### src/rtl/inst_encoder_loader_pkg.sv
// ISA definitions shared by the program loader and the decoder: opcodes, format predicates
// and the field packing used to build a 32-bit instruction word.
package inst_encoder_loader_pkg;

  localparam logic [3:0] OpAlur   = 4'd0;
  localparam logic [3:0] OpCmpr   = 4'd2;
  localparam logic [3:0] OpSw     = 4'd5;
  localparam logic [3:0] OpBranch = 4'd6;
  localparam logic [3:0] OpAlui   = 4'd8;
  localparam logic [3:0] OpLw     = 4'd9;
  localparam logic [3:0] OpCmpi   = 4'd10;
  localparam logic [3:0] OpJal    = 4'd11;

  typedef enum logic [1:0] {StIdle, StLoad, StDrain, StDone} load_state_e;

  function automatic logic is_r_format(input logic [3:0] op);
    return (op == OpAlur) || (op == OpCmpr);
  endfunction

  function automatic logic is_legal_op(input logic [3:0] op);
    return is_r_format(op) || (op == OpAlui) || (op == OpLw) || (op == OpSw) ||
           (op == OpCmpi) || (op == OpBranch) || (op == OpJal);
  endfunction

  // R-format carries fc in [23:20] and zeros below; I-format carries imm in [23:8].
  function automatic logic [31:0] encode_inst(input logic [3:0]  op,
                                              input logic [3:0]  func,
                                              input logic [3:0]  fa,
                                              input logic [3:0]  fb,
                                              input logic [3:0]  fc,
                                              input logic [15:0] imm);
    if (is_r_format(op)) begin
      return {fa, fb, fc, 12'h000, func, op};
    end
    return {fa, fb, imm, func, op};
  endfunction

endpackage

### src/rtl/inst_fifo.sv
// Small synchronous FIFO for encoded instruction words; head is read straight from the
// storage registers so a pushed word is visible the cycle after the push.
module inst_fifo #(
  parameter int unsigned DEPTH = 4,
  parameter int unsigned WIDTH = 32
) (
  input  logic             clk,
  input  logic             reset,
  input  logic             push,
  input  logic [WIDTH-1:0] wdata,
  input  logic             pop,
  output logic [WIDTH-1:0] rdata,
  output logic             full,
  output logic             empty
);

  localparam int unsigned PtrW = $clog2(DEPTH);

  logic [WIDTH-1:0] mem_q [DEPTH];
  logic [WIDTH-1:0] mem_d [DEPTH];
  logic [PtrW-1:0]  wr_ptr_q, wr_ptr_d, rd_ptr_q, rd_ptr_d;
  logic [PtrW:0]    count_q, count_d;
  logic             full_q, full_d, empty_q, empty_d;

  always_comb begin
    mem_d    = mem_q;
    wr_ptr_d = wr_ptr_q;
    rd_ptr_d = rd_ptr_q;
    count_d  = count_q;
    if (push) begin
      mem_d[wr_ptr_q] = wdata;
      wr_ptr_d        = wr_ptr_q + 1'b1;
    end
    if (pop) begin
      rd_ptr_d = rd_ptr_q + 1'b1;
    end
    if (push && !pop) begin
      count_d = count_q + 1'b1;
    end else if (!push && pop) begin
      count_d = count_q - 1'b1;
    end
    full_d  = (count_d == (PtrW + 1)'(DEPTH));
    empty_d = (count_d == '0);
  end

  always_ff @(posedge clk) begin
    if (reset) begin
      mem_q    <= '{default: '0};
      wr_ptr_q <= '0;
      rd_ptr_q <= '0;
      count_q  <= '0;
      full_q   <= 1'b0;
      empty_q  <= 1'b1;
    end else begin
      mem_q    <= mem_d;
      wr_ptr_q <= wr_ptr_d;
      rd_ptr_q <= rd_ptr_d;
      count_q  <= count_d;
      full_q   <= full_d;
      empty_q  <= empty_d;
    end
  end

  assign rdata = mem_q[rd_ptr_q];
  assign full  = full_q;
  assign empty = empty_q;

endmodule

### src/rtl/inst_encoder_loader.sv
// Program loader: packs decoded instruction fields into 32-bit words, buffers them and
// writes them sequentially into instruction memory starting at BASE_ADDR.
module inst_encoder_loader
  import inst_encoder_loader_pkg::*;
#(
  parameter int unsigned ADDR_W     = 10,
  parameter int unsigned FIFO_DEPTH = 4,
  parameter int unsigned BASE_ADDR  = 0
) (
  input  logic              clk,
  input  logic              reset,
  input  logic              start,
  input  logic              in_valid,
  output logic              in_ready,
  input  logic [3:0]        in_opcode,
  input  logic [3:0]        in_func,
  input  logic [3:0]        in_fa,
  input  logic [3:0]        in_fb,
  input  logic [3:0]        in_fc,
  input  logic [15:0]       in_imm,
  input  logic              in_last,
  output logic              mem_we,
  input  logic              mem_ready,
  output logic [ADDR_W-1:0] mem_addr,
  output logic [31:0]       mem_wdata,
  output logic              done,
  output logic [ADDR_W:0]   word_count,
  output logic              err_illegal,
  output logic [7:0]        err_count
);

  localparam logic [ADDR_W-1:0] BaseAddr = ADDR_W'(BASE_ADDR);
  localparam logic [ADDR_W:0]   Capacity = {1'b1, {ADDR_W{1'b0}}};

  load_state_e       state_q, state_d;
  logic [ADDR_W-1:0] mem_addr_q, mem_addr_d;
  logic [ADDR_W:0]   word_count_q, word_count_d;
  logic [ADDR_W:0]   enq_total_q, enq_total_d;
  logic              err_illegal_q, err_illegal_d;
  logic [7:0]        err_count_q, err_count_d;

  logic        fifo_full, fifo_empty, accept, push, wr;
  logic [31:0] enc_word, fifo_rdata;

  assign enc_word = encode_inst(in_opcode, in_func, in_fa, in_fb, in_fc, in_imm);

  always_comb begin
    state_d       = state_q;
    mem_addr_d    = mem_addr_q;
    word_count_d  = word_count_q;
    enq_total_d   = enq_total_q;
    err_illegal_d = err_illegal_q;
    err_count_d   = err_count_q;

    // Capacity guard counts only words actually buffered, so illegal tuples never consume it.
    in_ready = (state_q == StLoad) && !fifo_full && (enq_total_q != Capacity);
    accept   = in_valid && in_ready;
    push     = accept && is_legal_op(in_opcode);
    mem_we   = ((state_q == StLoad) || (state_q == StDrain)) && !fifo_empty;
    wr       = mem_we && mem_ready;

    unique case (state_q)
      StIdle, StDone: begin
        if (start) begin
          state_d       = StLoad;
          mem_addr_d    = BaseAddr;
          word_count_d  = '0;
          enq_total_d   = '0;
          err_illegal_d = 1'b0;
          err_count_d   = '0;
        end
      end
      StLoad: begin
        if (accept && in_last) begin
          state_d = StDrain;
        end
      end
      StDrain: begin
        if (fifo_empty) begin
          state_d = StDone;
        end
      end
      default: state_d = StIdle;
    endcase

    if (wr) begin
      mem_addr_d   = mem_addr_q + 1'b1;
      word_count_d = word_count_q + 1'b1;
    end
    if (push) begin
      enq_total_d = enq_total_q + 1'b1;
    end
    if (accept && !is_legal_op(in_opcode)) begin
      err_illegal_d = 1'b1;
      if (err_count_q != 8'hFF) begin
        err_count_d = err_count_q + 1'b1;
      end
    end
  end

  always_ff @(posedge clk) begin
    if (reset) begin
      state_q       <= StIdle;
      mem_addr_q    <= BaseAddr;
      word_count_q  <= '0;
      enq_total_q   <= '0;
      err_illegal_q <= 1'b0;
      err_count_q   <= '0;
    end else begin
      state_q       <= state_d;
      mem_addr_q    <= mem_addr_d;
      word_count_q  <= word_count_d;
      enq_total_q   <= enq_total_d;
      err_illegal_q <= err_illegal_d;
      err_count_q   <= err_count_d;
    end
  end

  inst_fifo #(
    .DEPTH(FIFO_DEPTH),
    .WIDTH(32)
  ) u_fifo (
    .clk  (clk),
    .reset(reset),
    .push (push),
    .wdata(enc_word),
    .pop  (wr),
    .rdata(fifo_rdata),
    .full (fifo_full),
    .empty(fifo_empty)
  );

  assign mem_addr    = mem_addr_q;
  assign mem_wdata   = fifo_rdata;
  assign done        = (state_q == StDone);
  assign word_count  = word_count_q;
  assign err_illegal = err_illegal_q;
  assign err_count   = err_count_q;

endmodule

### config.mk
export PLATFORM = sky130hd
export DESIGN_NAME = inst_encoder_loader
export DESIGN_NICKNAME = d
export VERILOG_FILES = /design/src/rtl/inst_encoder_loader_pkg.sv /design/src/rtl/inst_fifo.sv /design/src/rtl/inst_encoder_loader.sv
export SDC_FILE = /design/constraint.sdc
export NUM_CORES = 1
export LEC_CHECK = 0
export ABC_AREA = 1
export BUFFER_PORTS_ARGS = -buffer_cell sky130_fd_sc_hd__buf_2
export CAP_MARGIN = 10
export CELL_PAD_IN_SITES_DETAIL_PLACEMENT = 0
export CELL_PAD_IN_SITES_GLOBAL_PLACEMENT = 1
export CORE_MARGIN = 1
export CORE_UTILIZATION = 23
export DETAILED_ROUTE_END_ITERATION = 8
export PLACE_DENSITY_LB_ADDON = 0.2
export SYNTH_ARGS = -nofsm -noshare
export SYNTH_HDL_FRONTEND = slang
export SYNTH_SLANG_ARGS = --single-unit
### constraint.sdc
create_clock -name clk -period 2.72 [get_ports clk]
set_input_delay 0 -clock clk [delete_from_list [all_inputs] [get_ports clk]]
set_output_delay 0 -clock clk [all_outputs]
set_load 0.02 [all_outputs]
Yosys cells after proc, flatten, opt, wreduce, memory -nomap -nowiden:

Index checks and enable logic that the tools add are counted.

* flip-flop bits (word level): 180
* input bits: 42
* output and inout port bits: 65
* logic and storage cells: 111

* $add $sub $neg: 8
* magnitude comparators: 3
* equality and inequality tests: 16
* muxes and demuxes: 29
* bitwise operators: 2
* reductions and logical operators: 38

Operators with widths (number)
* $mux W32: 5
* $bwmux W128: 1
* $bmux W32 S2: 1
* $demux W32 S2: 1
* $mux W11: 4
* $mux W8: 4
* $mux W10: 3
* $add A11 B1 Y11 const B: 2
* $eq A4 B4 Y1 const B: 4
* $reduce_bool A2 Y1: 6
* $logic_and A1 B1 Y1: 11
* $ne A11 B11 Y1 const B: 1
* $add A10 B1 Y10 const B: 1
* $add A8 B1 Y8 const B: 1
* $eq A4 B3 Y1 const B: 2
* $logic_or A1 B1 Y1: 8
* $ne A8 B8 Y1 const B: 1
* $ge A3 B3 Y1 const B: 2
* $mux W2: 3
* $mux W3: 2
* $not A2 Y3: 2
* $pmux W2 S3: 1
* $reduce_and A2 Y1: 3
* $logic_not A1 Y1: 5
* other kinds (16): 22

Depth between registers and ports, before layout:

Gate-level depths: netlist (run 1).

* depth in word-level cells: 14
* gate-level depth with buffers: 13
* gate-level depth less buffers: 13

Hierarchy:

From an unflattened synthesis (run 1), not the netlist that was laid out.

* cell total of the unflattened synthesis: 1204
* area, all modules: 8426.8 um^2

Modules (own cells, without submodules)
* inst_fifo: instances 1, cells each 802, area an instance 5708.0 um^2, sequential area each 2742.6 um^2
* inst_encoder_loader: instances 1, cells each 402, area an instance 2718.9 um^2, sequential area each 860.8 um^2

Worst setup path before layout (run 1):

No wires, ideal clock.

* kind: reg-to-reg
* start: reg state_q[0]
* end: reg mem_addr_q[8], in the netlist mem_addr[8]
* library setup time: 0.091 ns
* arrival: 1.967 ns
* data required time: 2.629 ns
* path slack: 0.662 ns
* cell stages (with the launch flop): 10
* buffers on the path: 0
* period minus slack after synthesis: 2.058 ns
* cell sequence: dfxtp_1 inv_1 ha_1 nor2_1 nand2_2 nor3_2 nand2_1 nor2_1 a21boi_0 a311oi_1

* longest elaborated chain between the ends: 6
* elaborated cells on any way between the ends: 12
* those cells by class: eq/ne: 3; mux: 1; reduce/logical: 8

Ends and longest elaborated chain
* start, declared: line inst_encoder_loader.sv:35 `load_state_e state_q, state_d;`
* start signal, assigned: line inst_encoder_loader.sv:103 `state_q <= StIdle;`
* start signal, assigned: line inst_encoder_loader.sv:110 `state_q <= state_d;`
* $eq A2 B1 Y1 or $eq A2 B2 Y1 (tied branches): line inst_encoder_loader.sv:59 `mem_we = ((state_q == StLoad) || (state_q == StDrain)) && !fifo_empty;`
* $logic_or A1 B1 Y1 *: line inst_encoder_loader.sv:59
* $logic_and A1 B1 Y1 *: line inst_encoder_loader.sv:59
* net mem_we: line inst_encoder_loader.sv:22 `output logic mem_we,`
* $logic_and A1 B1 Y1 *: line inst_encoder_loader.sv:60 `wr = mem_we && mem_ready;`
* $reduce_bool A2 Y1 (no line)
* $reduce_and A2 Y1 (no line)
* end signal, assigned: line inst_encoder_loader.sv:104 `mem_addr_q <= BaseAddr;`
* end signal, assigned: line inst_encoder_loader.sv:111 `mem_addr_q <= mem_addr_d;`
* end, declared: line inst_encoder_loader.sv:36 `logic [ADDR_W-1:0] mem_addr_q, mem_addr_d;`

Mark *: on every way through the listed nets, which the timed path passes. The rest lies on a longest branch.
A chain may end at the register's enable or synchronous reset.

Worst setup path in the final report (run 1):

* start: reg enq_total_q[0]
* end: reg u_fifo.mem_q[85] (netlist bit)

* longest elaborated chain between the ends: 4

Ends and longest elaborated chain
* start, declared: line inst_encoder_loader.sv:38 `logic [ADDR_W:0] enq_total_q, enq_total_d;`
* start signal, assigned: line inst_encoder_loader.sv:113 `enq_total_q <= enq_total_d;`
* $ne A11 B11 Y1: line inst_encoder_loader.sv:56 `in_ready = (state_q == StLoad) && !fifo_full && (enq_total_q != Capacity);`
* $logic_and A1 B1 Y1: line inst_encoder_loader.sv:56
* $logic_and A1 B1 Y1: line inst_encoder_loader.sv:57 `accept = in_valid && in_ready;`
* $logic_and A1 B1 Y1: line inst_encoder_loader.sv:58 `push = accept && is_legal_op(in_opcode);`
* end signal, assigned: line inst_fifo.sv:55 `mem_q <= mem_d;`
* end, declared: line inst_fifo.sv:19 `logic [WIDTH-1:0] mem_q [DEPTH];`

No other way between the ends.

==> flow_metrics.py, run 1 <==
metrics = {
    "status": {
        "status": "finished, final reports clean",
    },
    "setup_path": {
        "cp_slowest_cell": "dlygate4sd3_1",
        "crit_path_end": "u_fifo.mem_q[85]",
        "path_max_fanout": 33,
        "r2r_cells": 11,
        "r2r_end": "u_fifo.mem_q[85]",
        "worst_setup_path_start_kind": "register",
        "crit_required_ps": 3100,
        "worstReg2RegStart": "enq_total_q[0]",
        "rrSetupSlack_ps": 280,
        "cp.buffers_inverters": 3,
        "crit_path_start": "enq_total_q[0]",
        "path_depth": 11,
        "worst_path_dominant_cell_family": "buffers and inverters",
        "slowest_delay_ps": 560,
        "crit_chain": "inv_1 > ha_1 > nand2_1 > nor2_1 > nand3_2 > nand4_4 > nor2_4 > buf_6 > o21ai_0 > a31oi_1 > dlygate4sd3_1",
        "end_kind": "register",
        "cp.arrival_ps": 2820,
        "path_class": "reg -> reg",
    },
    "timing": {
        "skew_ps": 14.3,
        "setup_tns_ps": 0,
        "slew_headroom_pct": 50.5,
        "setup_viol": 0,
        "rsz0062_at_grt": "no",
        "hold_viol_final": 0,
        "fmax_ghz": 0.410,
        "post-route-min-period_ps": 2440,
        "holdWs_ps": 17.9,
        "fin_crit_sh_pct": 89.8,
        "fin_ws_ps": 279,
        "slew_viol_final": 0,
        "tightest_slew_ps": 742,
    },
    "global_routing": {
        "first_global_vias": 7536,
        "grt_remaining_overflow": 0,
        "grt_max_degree": 66,
        "antenna_found_initial": 0,
        "grt_usage_pct": 15.1,
        "grt_pass1_wl_um": 42200,
    },
    "route": {
        "wirelength_um": 26300,
        "vias_per_cell": 4.53,
        "drtIter0Drc": 393,
        "wl_per_cell_um": 15.6,
        "routed-via-count": 7622,
        "ant_nets": 0,
        "drtPass1Iterations": 4,
        "drc": 0,
    },
    "floorplanning": {
        "rows": 68,
        "die_x_um": 190,
        "die_area_um2": 36000,
        "pin_count": 107,
        "fp.dieH_um": 190,
        "start_util_pct": 23.4,
        "core-area_um2": 34600,
    },
    "logic_synthesis": {
        "synth.cell_area_um2": 8100,
        "syn_avg_cell_area_um2": 7.40,
        "synth-main-ff-cell": "dfxtp_1",
        "yosys_warnings": 0,
        "seq_area_frac_synth_pct": 44.5,
        "async_flop_share_pct": 0,
        "synth_fp_nets": 1151,
        "synth.distinct_cells": 45,
        "ys_ff_latch": 180,
        "synthCells": 1095,
        "synth_edf_count": 0,
    },
    "finish": {
        "n_antenna_cell": 0,
        "nNetsFinal": 1272,
        "syn_to_final_growth_pct": 23.6,
        "utilization_pct": 28.9,
        "drive_above_1_share_pct": 15.6,
    },
    "clocking": {
        "cts_tree": "built",
        "clk_path_buf_depth": 2,
        "clk_latency_ps": 440,
        "numClockSinks": 180,
        "path_clk_slew_ps": 70,
        "cts_root_buf": "clkbuf_16",
        "h-tree-depth": 4,
        "cts_made_buffers": 17,
    },
    "placed_design": {
        "port_buffers": 106,
        "pre_cts_ws_ps": 465,
        "hpwl_um": 16400,
        "gp_congestion": 0.721,
    },
    "power_and_ir_drop": {
        "ir_drop_mv": 0.442,
        "power_density_nw_per_um2": 697,
        "p_leak_nw": 4.22,
    },
    "job": {
        "drv_cap": 0,
    },
    "hold_path": {
        "holdCritPathClass": "in -> reg",
    },
}
## where the power goes
| part | switching (mW) | leakage [nW] | internal [mW] |
|---|---|---|---|
| logic | 1.11 | 2.49 | 0.520 |
| registers | 0.0824 | 1.45 | 2.77 |
| clock network | 1.19 | 0.277 | 1.30 |
| total | 2.38 | 4.22 | 4.60 |
## cell families after synthesis
kind of cell | share of synthesized area, %
simple gates | 20.5
fa+ha+maj | 2.16
xor+xnor | 0.324
flops | 44.5
compound gates | 24.5
buf+inv | 7.97
## state kept, by name, summed over array words and instances (netlist names)
| register | flops |
|---|---|
| u_fifo.empty | 1 |
| err_count | 8 |
| u_fifo.count_q | 3 |
| u_fifo.full | 1 |
| word_count | 11 |
| u_fifo.mem_q | 128 |
| state_q | 2 |
| u_fifo.wr_ptr_q | 2 |
| enq_total_q | 11 |
| err_illegal | 1 |
| mem_addr | 10 |
| u_fifo.rd_ptr_q | 2 |
## area by class of cell
class | count | area [um^2]
Clock inverter | 13 | 144
Sequential cell | 180 | 3600
Multi-Input combinational cell | 779 | 3850
Tap cell | 455 | 569
Fill cell | 3848 | 24600
Timing Repair Buffer | 172 | 1160
Inverter | 66 | 250
Clock buffer | 19 | 433
## synth_stat cells (4+ instances only)
cell type  count  share of area [%]
nor2_1       231                 11
o21ai_0      197                 12
dfxtp_1      180                 44
nand2_1      106                4.9
a21oi_1       82                5.1
inv_1         59                2.7
clkbuf_1      43                2.0
o22ai_1       32                2.5
nand3_1       23                1.4
ha_1          14                2.2
a31oi_1       13                1.0
a211oi_1      11                1.0
buf_2         10               0.62
buf_6         10                1.4
nor3_1        10               0.62
o21ai_1        7               0.43
a22oi_1        6               0.56
buf_4          5               0.46
inv_2          5               0.23
a311oi_1       4               0.43
nand2_2        4               0.31
nand4_1        4               0.31
nor2_4         4               0.56
## layer usage
| metal | share of wire, % | routed length (um) | track usage, % | up-vias |
|---|---|---|---|---|
| met2 | 47 | 12300 | 25.4 | 123 |
| met4 | 1.0 | 267 | 3.57 | 0 |
| met5 | 0 | 0 | 0 | - |
| met3 | 3.3 | 872 | 3.41 | 13 |
| met1 | 49 | 12900 | 19.4 | 3550 |
| li1 | - | - | - | 3936 |
## metrics by stage
step,total power [mW],std cells,area [um^2]
after CTS,7.12,1682,9990
after detailed placement,4.53,1608,8990
after floorplan,3.99,1095,8100
final,6.97,1684,10000
after global routing,7.40,1684,10000
after global placement,4.55,1608,8990
## worst reg2reg max path, cell delays in order (launching register included)
cell and delay [ps]:
dfxtp_1 390, inv_1 60, ha_1 200, nand2_1 70
nor2_1 50, nand3_2 80, nand4_4 210, nor2_4 210
buf_6 290, o21ai_0 120, a31oi_1 160, dlygate4sd3_1 560
## cell usage in the layout, fill, tap and decap left out, types with 2 or more instances in the layout
cell type      netlist  layout
inv_1               59      57
nand3_1             23      23
o22ai_1             32      32
dfxtp_1            180     179
xor2_1               3       3
clkinv_2             1       3
o21ai_0            197     197
nor2_1             231     231
clkbuf_1            43       2
inv_6                0       4
a211oi_2             2       2
nand2_1            106     106
a21oi_2              3       3
a22oi_1              6       6
a211oi_1            11      11
a311oi_1             4       4
nor2_4               4       4
a21boi_0             2       2
nand2_2              4       4
o211a_1              2       2
buf_2               10     106
nor3_1              10      10
nor2_2               3       3
nand3b_1             3       3
clkbuf_16            0      17
inv_2                5       6
clkinvlp_4           0       2
inv_8                0       3
or2_2                2       2
ha_1                14      14
a31oi_1             13      13
o21ai_1              7       7
dlygate4sd3_1        0      42
a21oi_1             82      82
nor4_1               2       2
buf_12               1       2
nand4_1              4       4
buf_4                5      21
## repair_timing
item | 4_1_cts | 5_1_grt
endpoints found under the hold margin | 127 | 0
setup endpoints to repair | 0 | 2
hold buffers | 42 | 0
gates resized for setup | 0 | 1
setup buffers | 0 | 2
## how the worst min path moves through the flow
stage                          start                 to  slack, ps  cells past startpoint
after floorplan             in_fa[3]  u_fifo.mem_q[127]        130                      2
after global placement      in_fb[3]   u_fifo.mem_q[59]        290                      3
after detailed placement  in_func[1]   u_fifo.mem_q[37]        290                      3
after CTS                   in_valid       err_count[6]        0.8                      5
after global routing        in_valid       err_count[6]         20                      5
final                       in_valid       err_count[6]         20                      5
Power figures use the tool's default switching activity.
==> run 2: changes to the inputs <==
--- a/config.mk
+++ b/config.mk
@@ -12,8 +12,10 @@
 export CELL_PAD_IN_SITES_GLOBAL_PLACEMENT = 1
 export CORE_MARGIN = 1
 export CORE_UTILIZATION = 23
+export CTS_BUF_LIST = sky130_fd_sc_hd__clkbuf_8
 export DETAILED_ROUTE_END_ITERATION = 8
 export PLACE_DENSITY_LB_ADDON = 0.2
+export SKIP_LAST_GASP = 1
 export SYNTH_ARGS = -nofsm -noshare
 export SYNTH_HDL_FRONTEND = slang
 export SYNTH_SLANG_ARGS = --single-unit
==> run 2 against run 1 <==
  * Critical path type unchanged
  * Power fell by 8.7%
  * Register-to-register slack is essentially flat
  * Worst setup slack got worse by 0.90 ps
==> flow_metrics.py, run 2 (synthesis results as in run 1) <==
metrics = {
    "clocking": {
        "h-tree-depth": 4,
        "cts_made_buffers": 17,
        "numClockSinks": 180,
        "clk_latency_ps": 480,
        "cts_root_buf": "clkbuf_8",
        "cts_tree": "built",
        "clk_path_buf_depth": 2,
        "path_clk_slew_ps": 100,
    },
    "setup_path": {
        "worst_setup_path_start_kind": "register",
        "path_class": "reg -> reg",
        "crit_path_start": "enq_total_q[0]",
        "slowest_delay_ps": 560,
        "path_max_fanout": 33,
        "crit_chain": "inv_1 > ha_1 > nand2_1 > nor2_1 > nand3_2 > nand4_4 > nor2_4 > buf_6 > o21ai_0 > a31oi_1 > dlygate4sd3_1",
        "cp_slowest_cell": "dlygate4sd3_1",
        "crit_required_ps": 3140,
        "worstReg2RegStart": "enq_total_q[0]",
        "r2r_cells": 11,
        "r2r_end": "u_fifo.mem_q[85]",
        "cp.buffers_inverters": 3,
        "end_kind": "register",
        "rrSetupSlack_ps": 280,
        "cp.arrival_ps": 2860,
        "worst_path_dominant_cell_family": "buffers and inverters",
    },
    "timing": {
        "setup_tns_ps": 0,
        "post-route-min-period_ps": 2440,
        "skew_ps": 26.9,
        "hold_viol_final": 0,
        "holdWs_ps": 98.9,
        "slew_viol_final": 0,
        "slew_headroom_pct": 49.7,
        "tightest_slew_ps": 753,
        "rsz0062_at_grt": "no",
        "fmax_ghz": 0.409,
        "setup_viol": 0,
        "fin_crit_sh_pct": 89.8,
    },
    "placed_design": {
        "gp_congestion": 0.721,
        "port_buffers": 106,
        "hpwl_um": 16400,
    },
    "route": {
        "wl_met1_um": 12900,
        "routed-via-count": 7642,
        "drtPass1Iterations": 4,
        "drtIter0Drc": 359,
        "vias_per_cell": 4.53,
        "wl_met2_um": 12300,
        "drc": 0,
        "wirelength_um": 26300,
        "ant_nets": 0,
        "wl_met3_um": 840,
        "wl_per_cell_um": 15.6,
        "top_layer_used": "met4",
    },
    "finish": {
        "most-common-layout-cells": "nor2_1 (231), o21ai_0 (197), dfxtp_1 (179)",
        "drive_above_1_share_pct": 15.6,
        "largest_reg_flops": 128,
        "multiInputGateArea_um2": 3850,
        "seq_area_um2": 3600,
        "utilization_pct": 28.4,
        "syn_to_final_growth_pct": 21.5,
        "top_register": "u_fifo.mem_q",
        "nNetsFinal": 1274,
        "n_antenna_cell": 0,
        "layout_commonest_cell": "nor2_1",
        "fillCellCount": 3863,
    },
    "floorplanning": {
        "rows": 68,
        "die_x_um": 190,
        "pin_count": 107,
        "core-area_um2": 34600,
        "die_area_um2": 36000,
        "start_util_pct": 23.4,
        "fp.dieH_um": 190,
    },
    "global_routing": {
        "grt_max_degree": 66,
        "first_global_vias": 7511,
        "antenna_found_initial": 0,
        "grt_pass1_wl_um": 42100,
        "grt_usage_pct": 15.0,
        "grt_remaining_overflow": 0,
    },
    "hold_path": {
        "min_delay_path_depth": 4,
        "holdCritPathClass": "in -> reg",
        "holdCritStartpoint": "mem_ready",
        "min_to": "word_count[0]",
    },
    "power_and_ir_drop": {
        "p_leak_nw": 4.15,
        "ir_drop_mv": 0.270,
        "power_density_nw_per_um2": 647,
    },
    "job": {
        "drv_cap": 0,
    },
    "status": {
        "status": "finished, final reports clean",
    },
}
-- run 2: timing repair --
| item | CTS | global route |
|---|---|---|
| buffers inserted | 0 | 2 |
| resized for setup | 0 | 1 |
| endpoints found under the hold margin | 135 | 0 |
| hold buffers | 44 | 0 |
| setup endpoints to repair | 0 | 2 |
-- run 2: stage by stage --
step	power, mW	worst slack [ps]	cells	cell area, um^2
after floorplan	3.99	662	1095	8100
after global placement	4.55	448	1608	8990
after detailed placement	4.53	465	1608	8990
after CTS	6.50	147	1684	9820
after global routing	6.78	69.1	1686	9840
final	6.37	278	1686	9840
-- run 2: worst max-delay path by stage --
stage / end / cells after the start / slack [ps]
floorplan: mem_addr[8] / 9 / 660
global placement: u_fifo.empty / 12 / 450
detailed placement: u_fifo.empty / 12 / 470
CTS: u_fifo.mem_q[55] / 11 / 150
global route: u_fifo.mem_q[55] / 11 / 70
finish: u_fifo.mem_q[85] / 11 / 280
-- run 2: layout make-up --
type                    count  share of cell area (%)
clock buffers              17                    2.38
clock inverters            15                    1.54
inverters                  66                    2.54
multi-input cells         779                    39.1
flip-flops and latches    180                    36.6
well taps                 455                    5.79
repair buffers            174                    12.0
-- run 2: power by group --
part	internal [mW]	switching, mW	total [mW]
Combinational	0.534	1.11	1.64
Sequential	2.77	0.0833	2.86
Clock	0.755	1.11	1.86
-- run 2: worst register-to-register path: cells and delay by family, from the launching register on --
| kind | cells | cell delay (ps) |
|---|---|---|
| buffers and inverters | 3 | 910 |
| AOI/OAI and AO/OA | 2 | 280 |
| DFF | 1 | 400 |
| adders and majority gates | 1 | 200 |
| and+or+nand+nor | 5 | 620 |
-- run 2: per-layer routing --
layer	up-vias	global-route usage [%]
met5	-	0
met4	0	3.66
met3	12	3.01
met1	3565	19.4
li1	3943	-
met2	122	25.4
